<file path="config.mk">
export PLATFORM = sky130hd
export DESIGN_NAME = cam_ctrl
export DESIGN_NICKNAME = d
export VERILOG_FILES = /design/src/rtl/cam_ctrl_pkg.sv /design/src/rtl/cam_rr_arb.sv /design/src/rtl/cam_ctrl.sv
export SDC_FILE = /design/constraint.sdc
export NUM_CORES = 1
export LEC_CHECK = 0
export CAP_MARGIN = 20
export CELL_PAD_IN_SITES_DETAIL_PLACEMENT = 2
export CELL_PAD_IN_SITES_GLOBAL_PLACEMENT = 2
export CORE_MARGIN = 4
export CORE_UTILIZATION = 26
export CTS_CLUSTER_DIAMETER = 150
export CTS_CLUSTER_SIZE = 40
export DETAILED_ROUTE_END_ITERATION = 8
export PLACE_DENSITY = 0.83
export SYNTH_ARGS = -nofsm -noshare
export SYNTH_HDL_FRONTEND = slang
export SYNTH_SLANG_ARGS = --single-unit
</file>
<file path="constraint.sdc">
create_clock -name clk -period 1.5 [get_ports clk]
set_input_delay 0.3 -clock clk [delete_from_list [all_inputs] [get_ports clk]]
set_output_delay 0.3 -clock clk [all_outputs]
set_load 0.005 [all_outputs]
</file>
<file path="src/rtl/cam_ctrl_pkg.sv">
// Shared types for the CAM sequencing controller: FSM states, op type, insert status codes.
package cam_ctrl_pkg;

    typedef enum logic [2:0] {
        IDLE,
        SEARCH,
        WAIT,
        WRITE,
        FLUSH
    } state_e;

    typedef enum logic {
        OP_LOOKUP,
        OP_INSERT
    } op_e;

    localparam logic [1:0] ST_INSERTED = 2'b00;
    localparam logic [1:0] ST_PRESENT  = 2'b01;
    localparam logic [1:0] ST_FULL     = 2'b10;

endpackage

</file>
<file path="src/rtl/cam_rr_arb.sv">
// Two-requester round-robin arbiter; the pointer only moves when both sides contend while enabled.
module cam_rr_arb (
    input  logic clk,
    input  logic rst_n,
    input  logic en_i,
    input  logic req_a_i,
    input  logic req_b_i,
    output logic gnt_a_o,
    output logic gnt_b_o
);

    logic ptr_q, ptr_d;   // 0 favours requester a

    // NOTE: every combinational output gets a default first, so no path leaves it unassigned (no latch).
    always_comb begin
        gnt_a_o = 1'b0;
        gnt_b_o = 1'b0;
        ptr_d   = ptr_q;
        if (en_i) begin
            if (req_a_i && req_b_i) begin
                gnt_a_o = !ptr_q;
                gnt_b_o = ptr_q;
                ptr_d   = !ptr_q;
            end else begin
                gnt_a_o = req_a_i;
                gnt_b_o = req_b_i;
            end
        end
    end

    // NOTE: sequential state uses non-blocking assignments so all flops update together at the edge.
    always_ff @(posedge clk or negedge rst_n) begin
        if (!rst_n) ptr_q <= 1'b0;
        else        ptr_q <= ptr_d;
    end

endmodule

</file>
<file path="src/rtl/cam_ctrl.sv">
// Sequencing controller in front of the CAM: arbitrates lookup/insert, runs search-then-write, owns the CAM clear.
module cam_ctrl
    import cam_ctrl_pkg::*;
#(
    parameter int DATA_W = 8,
    parameter int ADDR_W = 5,
    parameter int DEPTH  = 16
) (
    input  logic              clk,
    input  logic              rst_n,
    input  logic              lk_valid,
    output logic              lk_ready,
    input  logic [DATA_W-1:0] lk_key,
    output logic              lk_rsp_valid,
    output logic              lk_rsp_hit,
    output logic [ADDR_W-1:0] lk_rsp_addr,
    input  logic              ins_valid,
    output logic              ins_ready,
    input  logic [DATA_W-1:0] ins_key,
    output logic              ins_rsp_valid,
    output logic [1:0]        ins_rsp_status,
    output logic [ADDR_W-1:0] ins_rsp_addr,
    input  logic              flush,
    output logic [ADDR_W:0]   occupancy,
    output logic              cam_enable,
    output logic              cam_write,
    output logic              cam_rst_n,
    output logic [ADDR_W-1:0] cam_addr,
    output logic [DATA_W-1:0] cam_data,
    input  logic [ADDR_W-1:0] cam_out,
    input  logic              cam_found
);

    localparam logic [ADDR_W:0] DEPTH_C = (ADDR_W+1)'(DEPTH);

    state_e            state_q, state_d;
    op_e               op_q, op_d;
    logic              flush_pend_q, flush_pend_d;
    logic [ADDR_W:0]   occ_q, occ_d;
    logic [DATA_W-1:0] cam_data_q, cam_data_d;
    logic [ADDR_W-1:0] cam_addr_q, cam_addr_d;
    logic              cam_enable_q, cam_write_q, cam_rst_n_q;
    logic              lk_rsp_valid_q, lk_rsp_valid_d;
    logic              lk_rsp_hit_q, lk_rsp_hit_d;
    logic [ADDR_W-1:0] lk_rsp_addr_q, lk_rsp_addr_d;
    logic              ins_rsp_valid_q, ins_rsp_valid_d;
    logic [1:0]        ins_status_q, ins_status_d;
    logic [ADDR_W-1:0] ins_rsp_addr_q, ins_rsp_addr_d;

    logic flush_req, arb_en, gnt_lk, gnt_ins;

    // A flush pulse seen in IDLE wins immediately, without waiting for the pending bit.
    assign flush_req = flush_pend_q | flush;
    assign arb_en    = (state_q == IDLE) && !flush_req;

    cam_rr_arb u_arb (
        .clk     (clk),
        .rst_n   (rst_n),
        .en_i    (arb_en),
        .req_a_i (lk_valid),
        .req_b_i (ins_valid),
        .gnt_a_o (gnt_lk),
        .gnt_b_o (gnt_ins)
    );

    assign lk_ready  = gnt_lk;
    assign ins_ready = gnt_ins;

    always_comb begin
        state_d         = state_q;
        op_d            = op_q;
        flush_pend_d    = flush_pend_q | flush;
        occ_d           = occ_q;
        cam_data_d      = cam_data_q;
        cam_addr_d      = cam_addr_q;
        lk_rsp_valid_d  = 1'b0;
        lk_rsp_hit_d    = lk_rsp_hit_q;
        lk_rsp_addr_d   = lk_rsp_addr_q;
        ins_rsp_valid_d = 1'b0;
        ins_status_d    = ins_status_q;
        ins_rsp_addr_d  = ins_rsp_addr_q;

        unique case (state_q)
            IDLE: begin
                if (flush_req) begin
                    state_d = FLUSH;
                    occ_d   = '0;
                end else if (gnt_lk) begin
                    state_d    = SEARCH;
                    op_d       = OP_LOOKUP;
                    cam_data_d = lk_key;
                end else if (gnt_ins) begin
                    state_d    = SEARCH;
                    op_d       = OP_INSERT;
                    cam_data_d = ins_key;
                end
            end
            SEARCH: state_d = WAIT;
            WAIT: begin
                state_d = IDLE;
                if (op_q == OP_LOOKUP) begin
                    lk_rsp_valid_d = 1'b1;
                    lk_rsp_hit_d   = cam_found;
                    lk_rsp_addr_d  = cam_found ? cam_out : '0;
                end else if (cam_found) begin
                    ins_rsp_valid_d = 1'b1;
                    ins_status_d    = ST_PRESENT;
                    ins_rsp_addr_d  = cam_out;
                end else if (occ_q >= DEPTH_C) begin
                    ins_rsp_valid_d = 1'b1;
                    ins_status_d    = ST_FULL;
                    ins_rsp_addr_d  = '0;
                end else begin
                    state_d    = WRITE;
                    cam_addr_d = occ_q[ADDR_W-1:0];
                end
            end
            WRITE: begin
                state_d         = IDLE;
                ins_rsp_valid_d = 1'b1;
                ins_status_d    = ST_INSERTED;
                ins_rsp_addr_d  = cam_addr_q;
                if (occ_q < DEPTH_C) occ_d = occ_q + (ADDR_W+1)'(1);
            end
            FLUSH: begin
                state_d      = IDLE;
                flush_pend_d = flush;
            end
            default: state_d = IDLE;
        endcase
    end

    // CAM strobes are registered copies of the state being entered, so they line up with it.
    always_ff @(posedge clk or negedge rst_n) begin
        if (!rst_n) begin
            state_q         <= IDLE;
            op_q            <= OP_LOOKUP;
            flush_pend_q    <= 1'b0;
            occ_q           <= '0;
            cam_data_q      <= '0;
            cam_addr_q      <= '0;
            cam_enable_q    <= 1'b0;
            cam_write_q     <= 1'b0;
            cam_rst_n_q     <= 1'b1;
            lk_rsp_valid_q  <= 1'b0;
            lk_rsp_hit_q    <= 1'b0;
            lk_rsp_addr_q   <= '0;
            ins_rsp_valid_q <= 1'b0;
            ins_status_q    <= ST_INSERTED;
            ins_rsp_addr_q  <= '0;
        end else begin
            state_q         <= state_d;
            op_q            <= op_d;
            flush_pend_q    <= flush_pend_d;
            occ_q           <= occ_d;
            cam_data_q      <= cam_data_d;
            cam_addr_q      <= cam_addr_d;
            cam_enable_q    <= (state_d == SEARCH);
            cam_write_q     <= (state_d == WRITE);
            cam_rst_n_q     <= (state_d != FLUSH);
            lk_rsp_valid_q  <= lk_rsp_valid_d;
            lk_rsp_hit_q    <= lk_rsp_hit_d;
            lk_rsp_addr_q   <= lk_rsp_addr_d;
            ins_rsp_valid_q <= ins_rsp_valid_d;
            ins_status_q    <= ins_status_d;
            ins_rsp_addr_q  <= ins_rsp_addr_d;
        end
    end

    assign occupancy      = occ_q;
    assign cam_enable     = cam_enable_q;
    assign cam_write      = cam_write_q;
    assign cam_rst_n      = cam_rst_n_q;
    assign cam_addr       = cam_addr_q;
    assign cam_data       = cam_data_q;
    assign lk_rsp_valid   = lk_rsp_valid_q;
    assign lk_rsp_hit     = lk_rsp_hit_q;
    assign lk_rsp_addr    = lk_rsp_addr_q;
    assign ins_rsp_valid  = ins_rsp_valid_q;
    assign ins_rsp_status = ins_status_q;
    assign ins_rsp_addr   = ins_rsp_addr_q;

endmodule

</file>
Word level (Yosys, flattened, before mapping)
Cells that the tools add are included.

storage, ports and cells
  register bits = 43
  latch bits = 0
  bits in writable memories = 0
  ROM bits = 0
  bits of input ports = 27
  output and inout port bits = 39
  word-level logic and storage cells = 83
  memories kept = 0

cells by class
  $add $sub $neg = 1
  multiply operators = 0
  div/mod/pow operators = 0
  order comparisons = 2
  eq/ne operators = 11
  shift-type cells = 0
  multiplexer cells = 34
  bitwise operators = 5
  reduce and logical (&&, ||, !) cells = 14

operators with widths
  operator               number
  $mux W5                4
  $mux W8                2
  $mux W1                12
  $mux W2                6
  $mux W6                2
  $pmux W6 S2            1
  $pmux W5 S2            1
  $eq A3 B2 Y1 const B   3
  $mux W3                3
  $pmux W3 S3            1
  $reduce_and A3 Y1      3
  $add A6 B1 Y6 const B  1
  $eq A3 B1 Y1 const B   2
  $ge A6 B5 Y1 const B   1
  $lt A6 B5 Y1 const B   1
  $ne A2 B2 Y1 const B   3
  $ne A3 B3 Y1 const B   2
  $reduce_bool A2 Y1     3
  $not A1 Y1             4
  $pmux W2 S2            1
  $reduce_and A2 Y1      2
  $reduce_and A4 Y1      1
  $eq A3 B3 Y1 const B   1
  $logic_not A3 Y1       1
  4 further kinds        6

Depth between registers and ports, before layout
Gate-level depths: netlist of run 1.

  depth after elaboration = 9
  mapped depth = 5
  mapped depth without buffers = 4

By module
Synthesis of run 1 repeated with hierarchy kept, for this count alone.

second synthesis, totals
  cell total of the unflattened synthesis = 194
  area total of the unflattened synthesis = 2060.7 µm²

modules (own cells, without submodules)
  module      instances  cells an instance  area an instance (µm²)  sequential area each (µm²)
  cam_ctrl    1          186                2000.7                  1052.3
  cam_rr_arb  1          8                  60.1                    25.0

Worst setup path before layout of run 1
OpenSTA, ideal clock, no wires.

  kind = register to register
  start = reg state_q[1]
  end = reg cam_data_q[0], in the netlist cam_data[0]
  library setup time = 125 ps
  arrival time = 1433 ps
  required time = 1375 ps
  path slack = -58 ps
  cell stages (with the launch flop) = 6
  period minus slack after synthesis = 1558 ps
  cells stage by stage = dfrtp_1 -> buf_4 -> nor3_1 -> o211a_1 -> buf_6 -> mux2_2

between the ends
  word-level cells in the longest chain between the ends = 5

ends and longest elaborated chain
  item                                 RTL line                        source
  start, declared                      cam_ctrl.sv:36                  state_e state_q, state_d;
  start signal, assigned               cam_ctrl.sv:152                 state_q <= state_d;
  $logic_not A3 Y1 *                   cam_ctrl.sv:54, cam_ctrl.sv:83
  $logic_and A1 B1 Y1                  cam_ctrl.sv:54                  assign arb_en = (state_q == IDLE) && !flush_req;
  $mux W1                              cam_rr_arb.sv:19                if (en_i) begin
  $reduce_bool A2 Y1 (no source line)  n/a
  $reduce_and A3 Y1 (no source line)   n/a
  end signal, assigned                 cam_ctrl.sv:156                 cam_data_q <= cam_data_d;
  end, declared                        cam_ctrl.sv:40                  logic [DATA_W-1:0] cam_data_q, cam_data_d;

Mark *: on every way between the ends. The rest lies on a longest branch, timed or not.
A chain may end at the register's enable or synchronous reset.

Final worst setup path of run 1
  start = reg state_q[0]
  end = out ins_ready

between the ends
  word-level cells in the longest chain between the ends = 3

ends and longest elaborated chain
  item                 RTL line          source
  $logic_not A3 Y1     cam_ctrl.sv:54
  $logic_and A1 B1 Y1  cam_ctrl.sv:54
  $mux W1              cam_rr_arb.sv:19
  end, declared        cam_ctrl.sv:18    output logic ins_ready,

Every way passes these cells.

==> results of run 1 <==
==> flip-flops by register name, summed over array words and instances, names as in the netlist, 2 cells and up <==
signal / flops
cam_data: 8
occupancy: 6
cam_addr: 5
ins_rsp_addr: 5
lk_rsp_addr: 5
state_q: 3
ins_rsp_status: 2
==> logic make-up after synthesis <==
logic type / after synthesis / synth area share, %
AO/OA/AOI/OAI: 22 / 7.46
AND/OR/NAND/NOR: 41 / 13.1
adder cells (fa/ha/maj): 1 / 0.643
XOR/XNOR: 1 / 0.450
flip-flops: 43 / 55.4
multiplexers: 33 / 18.7
buffers and inverters: 16 / 4.31
==> metal layers <==
layer / track usage [%] / wire [um]
met2: 37.9 / 4960
met3: 3.03 / 185
met1: 25.4 / 3890
met4: 6.37 / 160
met5: 0 / 0
==> repair_timing <==
| item | 4_1_cts | 5_1_grt |
|---|---|---|
| hold endpoints to repair | 18 | 0 |
| pin swaps | 10 | 8 |
| setup buffers | 31 | 15 |
| gates cloned | 2 | 0 |
| hold buffers | 1 | 0 |
| resized for setup | 65 | 41 |
| endpoints found under the setup margin | 45 | 64 |
==> layout by cell type, fill, tap and decap left out, types with 3 or more instances in the layout <==
cell / instances
a21o_1: 3
a21oi_2: 4
buf_12: 3
buf_4: 52
buf_6: 15
clkbuf_8: 5
clkdlybuf4s50_1: 29
dfrtp_1: 41
dlygate4sd2_1: 10
dlymetal6s2s_1: 22
inv_1: 11
mux2_2: 19
mux2_4: 8
mux2i_1: 6
nand2_1: 10
nor2_1: 5
o21ai_1: 4
==> worst max-delay path, delay by kind of cell, from the launching register on <==
kind / cells / cell delay, ps
flip-flops: 1 / 430
AND/OR/NAND/NOR: 2 / 330
buffers and inverters: 2 / 270
AO/OA/AOI/OAI: 1 / 120
==> worst min path at each step <==
stage                                    start                         end  cells after the start
global route           cam_data[4]$_DFFE_PN0P_     cam_data[4]$_DFFE_PN0P_                      1
floorplan                                rst_n     cam_addr[0]$_DFFE_PN0P_                      0
CTS                     flush_pend_q$_DFF_PN0_      flush_pend_q$_DFF_PN0_                      1
finish              lk_rsp_addr[1]$_DFFE_PN0P_  lk_rsp_addr[1]$_DFFE_PN0P_                      2
detailed placement                       rst_n     cam_data[0]$_DFFE_PN0P_                      1
global placement                         rst_n     cam_data[1]$_DFFE_PN0P_                      1
==> power by group <==
group / switching (mW) / internal (mW) / leakage [nW] / total [mW]
combinational: 0.986 / 1.50 / 1.43 / 2.49
clock: 0.436 / 0.328 / 0.0422 / 0.764
sequential: 0.290 / 1.55 / 0.534 / 1.84
total: 1.71 / 3.39 / 2.00 / 5.10
==> final cells by class <==
type	instances	area [um^2]
Clock buffer	7	76.3
Tap cell	99	124
Timing Repair Buffer	136	1330
Inverter	11	41.3
Multi-Input combinational cell	98	972
Fill cell	693	3630
Sequential cell	43	1080
Clock inverter	1	5.00
==> per-stage QoR <==
step	power (mW)	std cells	setup WS (ps)	hold WS, ps	utilization (%)
finish	5.10	395	-265	504	49.9
global placement	3.53	345	-466	309	40.3
floorplan	2.45	157	37.1	4.41	-
CTS	4.80	382	-183	512	46.8
global route	5.37	395	-317	530	49.9
detailed placement	3.66	345	-546	316	40.3
==> summary.md, run 1 <==
| Metric | Value |
|---|---|
| CP Cell Sequence | nor3_4 -> nand3_2 -> buf_6 -> a21oi_2 -> buf_2 |
| Crit Reg-Reg Startpoint | state_q[0]$_DFF_PN0_ |
| Crit path launch | state_q[0]$_DFF_PN0_ |
| DR vias/cell | 4.64 |
| Clk_lat worst skew | 310 ps |
| Synth Instances | 157 |
| Most numerous cell in the Yosys netlist | dfrtp_1 |
| CTS sink count | 43 |
| Placed cell area | 2920 um^2 |
| Chip width | 94.5 um |
| Die area | 8930 um^2 |
| Final Cell Area | 3620 um^2 |
| Drt pass-1 iters | 4 |
| Synth warnings | 0 |
| Syn_nets | 185 |
| Slew @ Worst Pin | 569 ps |
| Final Cycle Share | 118% |
| Core Rows | 31 |
| CP Launch Type | flip-flop |
| FF+latch count, synth | 43 |
| Final Max Tran Viols | 0 |
| Failing checks | negative setup slack |
| Total gr overflow | 0 |
| Max stage delay on crit path | 430 ps |
| Initial antenna violation count | 0 |
| Largest area contributor in the netlist | dfrtp_1 |
| Main flop type after synthesis | dfrtp_1 |
| Antenna viol nets, final | 0 |
| Ant diodes | 0 |
| Mapped Area | 1950 um^2 |
| Setup repair after global routing missed its margin | yes |
| Average wire per standard cell | 23.3 um |
| Worst R2R Setup Slack | -210 ps |
| First DRT Iteration DRCs | 56 |
| CTS tree | built |
| Core area | 7250 um^2 |
| I/O Pins | 66 |
| Critical path fanouts, max | 2 |
| Crit. End Element | output pin |
| Crit path capture | ins_ready |
| Fin Clk Skew | 13.2 ps |
| Max Cap Viol | 0 |
| Die height | 94.5 um |
| Leak | 2.00 nW |
| Hold WC Path Type | flip-flop to flip-flop |
| Critical Path AT | 1470 ps |
| CP max-delay cell | dfrtp_1 |
| Post-route setup TNS | -3610 ps |
| Worst setup path category | flip-flop to output pin |
| Post-synth top cells | dfrtp_1 (42), mux2_2 (27), nand2_1 (12) |
| Achievable Freq | 566 MHz |
| Max VDD drop | 0.560 mV |
| Via Count | 1831 |
| Final min period | 1770 ps |
| Pwr dens | 1410 nW/um^2 |
| Area Overhead vs Synth | 86.2% |
| Final WS setup | -265 ps |
| Synth area leaders | dfrtp_1 (54%), mux2_2 (16%), mux2i_1 (3.1%) |
| Status | finished with violations |
| EDFF count, synth | 0 |
| Initial Util | 26.8% |
| Clock Root Buffer | clkbuf_8 |
| Final nets | 323 |
| First-pass GRT wire length | 13500 um |
| DRT Wirelength | 9190 um |
| DP Wirelength | 5060 um |
| Num CTS Buffers | 5 |
| Reg2reg path depth | 10 |
| Total global-route track usage | 20.9% |
| Port Buf Inserts | 65 |
| Number of global-route vias before repair | 2133 |
| Largest net degree at the start of global routing | 22 |
| Clock Tree Buf Depth | 2 |
| # DRC | 0 |
| Slew HR | 62.1% |
| # setup viols final | 36 |
| CP required | 1200 ps |
| Layout cells sized above 1 | 46.3% |
| Reg clk slew, reported paths | 90 ps |
| H-tree depth | 2 |
| Syn Area/Cell | 12.4 um^2 |
| Post-synthesis cell type count | 39 |
| Sequential area share after synthesis | 55.4% |
| Final hold violation count | 0 |
| R2r endpoint | op_q$_DFFE_PN0P_ |
| Placer Congestion | 0.772 |
| Async set or reset register ratio after synthesis | 100% |
| Area share of the largest cell type after synthesis | 54.0% |
(Power assumes the default switching activity.)
==> run 2: changes to the inputs <==
- CTS_CLUSTER_SIZE: 40 -> default
==> results of run 2 <==
Final layout, timing and power as in run 1 (identical DEF).
